$ cat config.mk
export PLATFORM = sky130hd
export DESIGN_NAME = brick_state_ctrl
export DESIGN_NICKNAME = d
export VERILOG_FILES = /design/src/rtl/breakout_pkg.sv /design/src/rtl/brick_state_ctrl.sv
export SDC_FILE = /design/constraint.sdc
export NUM_CORES = 1
export LEC_CHECK = 0
export CORE_MARGIN = 2
export CORE_UTILIZATION = 54
export CTS_CLUSTER_SIZE = 12
export DETAILED_ROUTE_END_ITERATION = 8
export GPL_ROUTABILITY_DRIVEN = 0
export PLACE_DENSITY = 0.78
export SETUP_SLACK_MARGIN = 0.2
export SYNTH_ARGS = -nofsm -noshare
export SYNTH_HDL_FRONTEND = slang
export SYNTH_SLANG_ARGS = --single-unit
export TNS_END_PERCENT = 20
$ cat constraint.sdc
create_clock -name CLK_50MH -period 5.7 [get_ports CLK_50MH]
set_input_delay 1.425 -clock CLK_50MH [delete_from_list [all_inputs] [get_ports CLK_50MH]]
set_output_delay 1.425 -clock CLK_50MH [all_outputs]
set_load 0.01 [all_outputs]
$ cat src/rtl/breakout_pkg.sv
// Shared definitions for the breakout brick logic: brick-field geometry,
// damage encoding, controller state encoding, hit result codes and the
// per-brick points helper.
package breakout_pkg;

  localparam int unsigned NUM_BLOCKS  = 20;
  localparam int unsigned NUM_COLS    = 5;
  localparam int unsigned NUM_ROWS    = 4;
  // Rows with index below this need three hits.
  localparam int unsigned STRONG_ROWS = 2;
  localparam int unsigned POINTS_BASE = 10;

  localparam logic [1:0] DMG_DESTROYED = 2'b11;

  typedef enum logic [1:0] {
    StIdle,
    StInit,
    StHitRd,
    StHitWr
  } state_e;

  typedef enum logic [1:0] {
    ResDamaged   = 2'd0,
    ResDestroyed = 2'd1,
    ResIgnored   = 2'd2
  } hit_result_e;

  function automatic int unsigned brick_row(input logic [5:0] idx);
    return {26'd0, idx} / NUM_COLS;
  endfunction

  // Only meaningful for idx < NUM_BLOCKS; top row is worth the most.
  function automatic logic [15:0] brick_points(input logic [5:0] idx);
    int unsigned row;
    row = brick_row(idx);
    return 16'(POINTS_BASE * (NUM_ROWS - row));
  endfunction

endpackage

$ cat src/rtl/brick_state_ctrl.sv
// Brick state controller: owns the brick damage table, serialises level-init
// sweeps and collision hits into the renderer's brick-state write port, and
// tracks bricks remaining and score.
//
// Ports:
//   CLK_50MH, reset (async, active-low)
//   init_req                      level-init request pulse
//   hit_valid/hit_idx/hit_ready   hit request handshake
//   hit_done/hit_result           one-cycle completion pulse and result code
//   active_write_enable/_position/_data   renderer brick-state write port
//   query_idx/query_state         registered table read-back
//   bricks_left, score, level_clear, busy
module brick_state_ctrl
  import breakout_pkg::*;
(
  input  logic        CLK_50MH,
  input  logic        reset,
  input  logic        init_req,
  input  logic        hit_valid,
  input  logic [5:0]  hit_idx,
  output logic        hit_ready,
  output logic        hit_done,
  output logic [1:0]  hit_result,
  output logic        active_write_enable,
  output logic [5:0]  active_position,
  output logic [1:0]  active_data,
  input  logic [5:0]  query_idx,
  output logic [1:0]  query_state,
  output logic [4:0]  bricks_left,
  output logic [15:0] score,
  output logic        level_clear,
  output logic        busy
);

  localparam logic [4:0] LastPtr = 5'(NUM_BLOCKS - 1);

  state_e      state_q;
  logic [4:0]  ptr_q;
  logic [5:0]  idx_q;
  logic        init_pending_q;
  logic [1:0]  dmg_q [NUM_BLOCKS];
  logic [4:0]  bricks_left_q;
  logic [15:0] score_q;
  logic        we_q;
  logic [5:0]  pos_q;
  logic [1:0]  data_q;
  logic        hit_done_q;
  hit_result_e hit_result_q;
  logic        level_clear_q;
  logic [1:0]  query_q;

  logic        idx_ok;
  logic [1:0]  cur_dmg;
  logic [1:0]  next_dmg;
  logic        hit_ignore;
  logic [1:0]  query_d;

  // Evaluate the captured hit against the table (used in StHitRd).
  always_comb begin
    idx_ok   = idx_q < 6'(NUM_BLOCKS);
    cur_dmg  = DMG_DESTROYED;
    next_dmg = DMG_DESTROYED;
    if (idx_ok) begin
      cur_dmg = dmg_q[idx_q[4:0]];
    end
    if (brick_row(idx_q) < STRONG_ROWS && cur_dmg != DMG_DESTROYED) begin
      next_dmg = cur_dmg + 2'd1;
    end
    hit_ignore = !idx_ok || (cur_dmg == DMG_DESTROYED);
  end

  // Out-of-range queries read as destroyed.
  always_comb begin
    query_d = DMG_DESTROYED;
    if (query_idx < 6'(NUM_BLOCKS)) begin
      query_d = dmg_q[query_idx[4:0]];
    end
  end

  always_ff @(posedge CLK_50MH or negedge reset) begin
    if (!reset) begin
      state_q        <= StIdle;
      ptr_q          <= '0;
      idx_q          <= '0;
      init_pending_q <= 1'b0;
      for (int unsigned i = 0; i < NUM_BLOCKS; i++) begin
        dmg_q[i] <= '0;
      end
      bricks_left_q  <= 5'(NUM_BLOCKS);
      score_q        <= '0;
      we_q           <= 1'b0;
      pos_q          <= '0;
      data_q         <= '0;
      hit_done_q     <= 1'b0;
      hit_result_q   <= ResDamaged;
      level_clear_q  <= 1'b0;
      query_q        <= '0;
    end else begin
      we_q           <= 1'b0;
      hit_done_q     <= 1'b0;
      level_clear_q  <= 1'b0;
      query_q        <= query_d;
      init_pending_q <= init_pending_q | init_req;

      unique case (state_q)
        StIdle: begin
          if (init_pending_q) begin
            // A request arriving this very cycle still queues another sweep.
            init_pending_q <= init_req;
            state_q        <= StInit;
            ptr_q          <= '0;
            we_q           <= 1'b1;
            pos_q          <= '0;
            data_q         <= '0;
          end else if (hit_valid) begin
            state_q <= StHitRd;
            idx_q   <= hit_idx;
          end
        end
        StInit: begin
          // Strobe for ptr_q is on the port this cycle; commit it to the table.
          dmg_q[ptr_q] <= '0;
          if (ptr_q == LastPtr) begin
            state_q       <= StIdle;
            bricks_left_q <= 5'(NUM_BLOCKS);
          end else begin
            ptr_q  <= ptr_q + 5'd1;
            we_q   <= 1'b1;
            pos_q  <= {1'b0, ptr_q + 5'd1};
            data_q <= '0;
          end
        end
        StHitRd: begin
          // Outputs and table update land together in the StHitWr cycle.
          state_q    <= StHitWr;
          hit_done_q <= 1'b1;
          if (hit_ignore) begin
            hit_result_q <= ResIgnored;
          end else begin
            we_q                <= 1'b1;
            pos_q               <= idx_q;
            data_q              <= next_dmg;
            dmg_q[idx_q[4:0]]   <= next_dmg;
            if (next_dmg == DMG_DESTROYED) begin
              hit_result_q <= ResDestroyed;
              score_q      <= score_q + brick_points(idx_q);
              if (bricks_left_q != 5'd0) begin
                bricks_left_q <= bricks_left_q - 5'd1;
              end
              if (bricks_left_q == 5'd1) begin
                level_clear_q <= 1'b1;
              end
            end else begin
              hit_result_q <= ResDamaged;
            end
          end
        end
        StHitWr: begin
          state_q <= StIdle;
        end
        default: begin
          state_q <= StIdle;
        end
      endcase
    end
  end

  assign hit_ready           = (state_q == StIdle) && !init_pending_q;
  assign busy                = (state_q != StIdle);
  assign hit_done            = hit_done_q;
  assign hit_result          = hit_result_q;
  assign active_write_enable = we_q;
  assign active_position     = pos_q;
  assign active_data         = data_q;
  assign query_state         = query_q;
  assign bricks_left         = bricks_left_q;
  assign score               = score_q;
  assign level_clear         = level_clear_q;

endmodule
==> results.md <==
* Worst r2r src: idx_q[3]
* P&R area growth vs syn at 20.9%
* Yosys cell types at 78
* Most frequent CP cell: ha_1
* Port Buffer Count at 52
* Share of layout cells above drive strength 1 at 20.6%
* Commonest cells in the netlist: nand2_1, dfrtp_1, o21ai_0, ha_1, nor2_1
* Nets at 801
* Cell row count at 39
* Hold endpoint: score[15]
* Wire length on met2 at 8.59 mm
* Clk_skew at 5.75 ps
* Longest Clk Path Bufs at 2
* Vias in the first global route at 5,709
* First-pass GRT wire length at 29.4 mm
* Most frequent cell after synthesis: nand2_1
* CP endpoint kind: flop
* Gate Count Post-Synth at 689
* Vias per cell at 6.50
* Fin. Hold Viols at 0
* Crit path setup slack, layout at -136 ps
* Routed via count at 5,785
* Fillers at 873
* Die area at 12,800 um^2
* Crit path DAT at 6080 ps
* Clk_lat worst skew at 360 ps
* Hold_sp: score[15]
* Pin count of the biggest net entering global routing at 90
* Setup violations, final at 3
* Dominant cell type by area after synthesis: dfrtp_1
* Area contributors post-synth: dfrtp_1, ha_1, mux4_2
* DRT Wirelength at 17.9 mm
* Syn_nets at 748
* Top Ports at 54
* Hold buffers post-CTS at 0
* Chip height at 113 um
* Top Layer Used: met4
* Number of synthesis warnings at 0
* Die Wd at 113 um
* Setup repair after global routing missed its margin: yes
* Worst-path clk slew at 70 ps
* Dominant synthesized flop cell: dfrtp_1
* Worst rel slew slack at 20.8%
* # DRC at 3
* Core area at 11,500 um^2
* Synth Register Bits at 89
* ANT cells at 0
* Clock Sinks at 89
* Hold Path Class: flop to flop
* Worst r2r path cells at 29
* Post-synth EDFFs at 0
* Total grt overflow at 0
* Startpoint Class: flop
* Worst slack, placed at -250 ps
* Fin crit share at 102%
* H-tree levels at 3
* Starting Density at 55.9%
* Met1 wire length at 7.36 mm
* Max-cap violations at 0
* Crit Path Category: flop to flop
* Syn avg cell area at 9.35 um^2
* Slew Viols, Final at 0
* Avg WL per Cell at 20.1 um
* Fraction of registers with async set/reset at 100%
* CTS Root Cell: clkbuf_16
* Initial antenna violation count at 0
* Detailed Routing Iterations Pass 1 at 8
* Hold_ws at 482 ps
* Slew @ Worst Pin at 1190 ps
* GRT Util Overall at 29.0%
* Post-synthesis cell area at 6440 um^2
* Yosys top cell area share at 33.8%
* Slowest-stage cell, CP: dfrtp_1
* Placed wire-length estimate at 12.3 mm
* Met3 WL at 1.55 mm
* ANT nets after route at 0
* CTS tree: done
* Starting DRT DRC Count at 698
* Final min period at 5840 ps
* Seq/Total Area, Yosys at 34.6%
* R2r endpoint: score[14]
* Status: finished with violations
* Worst Path Max Fanout at 6
* Violated checks: design-rule violations, negative setup slack
* Fmax at 171 MHz
* CP max stage delay at 410 ps
* Inserted Clock Buffers at 9
* Worst Hold Depth at 1
* R2R setup slack at -140 ps
* CP Data Required Time at 5940 ps
## repair_timing
action | 4_1_cts | 5_1_grt
buffers inserted | 5 | 6
endpoints found under the setup margin | 7 | 10
gates resized for setup | 33 | 17
endpoints found under the hold margin | 0 | 0
pin swaps | 14 | 5
## worst max-delay path, delay by kind of cell, from the launching register on
kind,cells,cell delay [ps]
mux,1,270
buf+inv,3,280
xor+xnor,3,400
simple gates,7,870
compound gates,9,1900
flops,1,410
fa+ha+maj,6,1580
## kinds of logic after synthesis
logic type,after synthesis,share of synthesized area (%)
compound gates,191,20.5
xor+xnor,20,2.72
fa+ha+maj,43,8.59
buf+inv,70,4.78
flops,89,34.6
mux,46,11.6
other cells,1,0.0582
simple gates,229,17.1
## placed cells by master, fill, tap and decap left out, drive strengths merged, types with 4 or more instances in the layout
master	synthesis	routed
nor3	16	16
inv	32	34
nand2b	13	13
a32o	7	7
a21oi	32	32
or2	7	7
a22o	19	19
mux2i	5	5
o21a	4	4
dfrtp	87	87
mux4	21	21
clkdlybuf4s50	0	51
o21ai	63	63
ha	41	41
nor2	37	37
nand3	15	15
nand2	98	98
mux2	20	20
a21boi	4	4
xor2	4	4
nor2b	9	9
clkbuf	18	9
o22ai	5	5
and3	7	7
buf	20	29
a21o	7	7
and2	6	6
a31oi	9	9
o211ai	4	4
xnor2	16	16
or3	5	5
## routing by layer
layer	up-vias	global-route usage (%)
li1	2615	-
met5	-	0
met3	42	6.43
met1	2815	39.5
met4	0	10.5
met2	313	45.8
## stage by stage
step / std cells / setup TNS, ps / util, % / cell area (um^2)
2_1_floorplan: 689 / -29.7 / - / 6510
3_3_place_gp: 863 / 0 / 62.1 / 7150
3_5_place_dp: 863 / -643 / 62.1 / 7150
4_1_cts: 884 / 0 / 66.6 / 7670
5_1_grt: 890 / -1730 / 67.6 / 7790
6_report: 890 / -368 / 67.6 / 7790
## flip-flops by register name, indices dropped and copies added (netlist names)
register and count:
ptr_q 5, state_q 2, level_clear 1, bricks_left 5, active_data 2, active_position 6, query_state 2, idx_q 6
hit_done 1, hit_result 2, score 15, dmg_q 40, active_write_enable 1, init_pending_q 1
## worst max-delay path by stage
stage                         from        end  slack (ps)  cells after the start
final                     idx_q[3]  score[14]        -140                     29
after global routing      idx_q[3]  score[14]        -410                     33
after CTS                 idx_q[3]  score[14]          20                     32
after detailed placement  idx_q[3]  score[14]        -250                     31
after global placement    idx_q[3]  score[14]          60                     31
after floorplan           idx_q[3]  score[14]         -30                     33
## layout make-up
cell class | count | area (um^2) | area share (%)
Clock buffer | 9 | 225 | 2.89
Sequential cell | 89 | 2230 | 28.6
Tap cell | 143 | 179 | 2.30
Multi-Input combinational cell | 530 | 4200 | 53.9
Clock inverter | 7 | 101 | 1.30
Timing Repair Buffer | 80 | 732 | 9.40
Inverter | 32 | 120 | 1.54
Power is not shown: default switching activity piles up to over one toggle a cycle in this logic, so the estimate is an artifact.
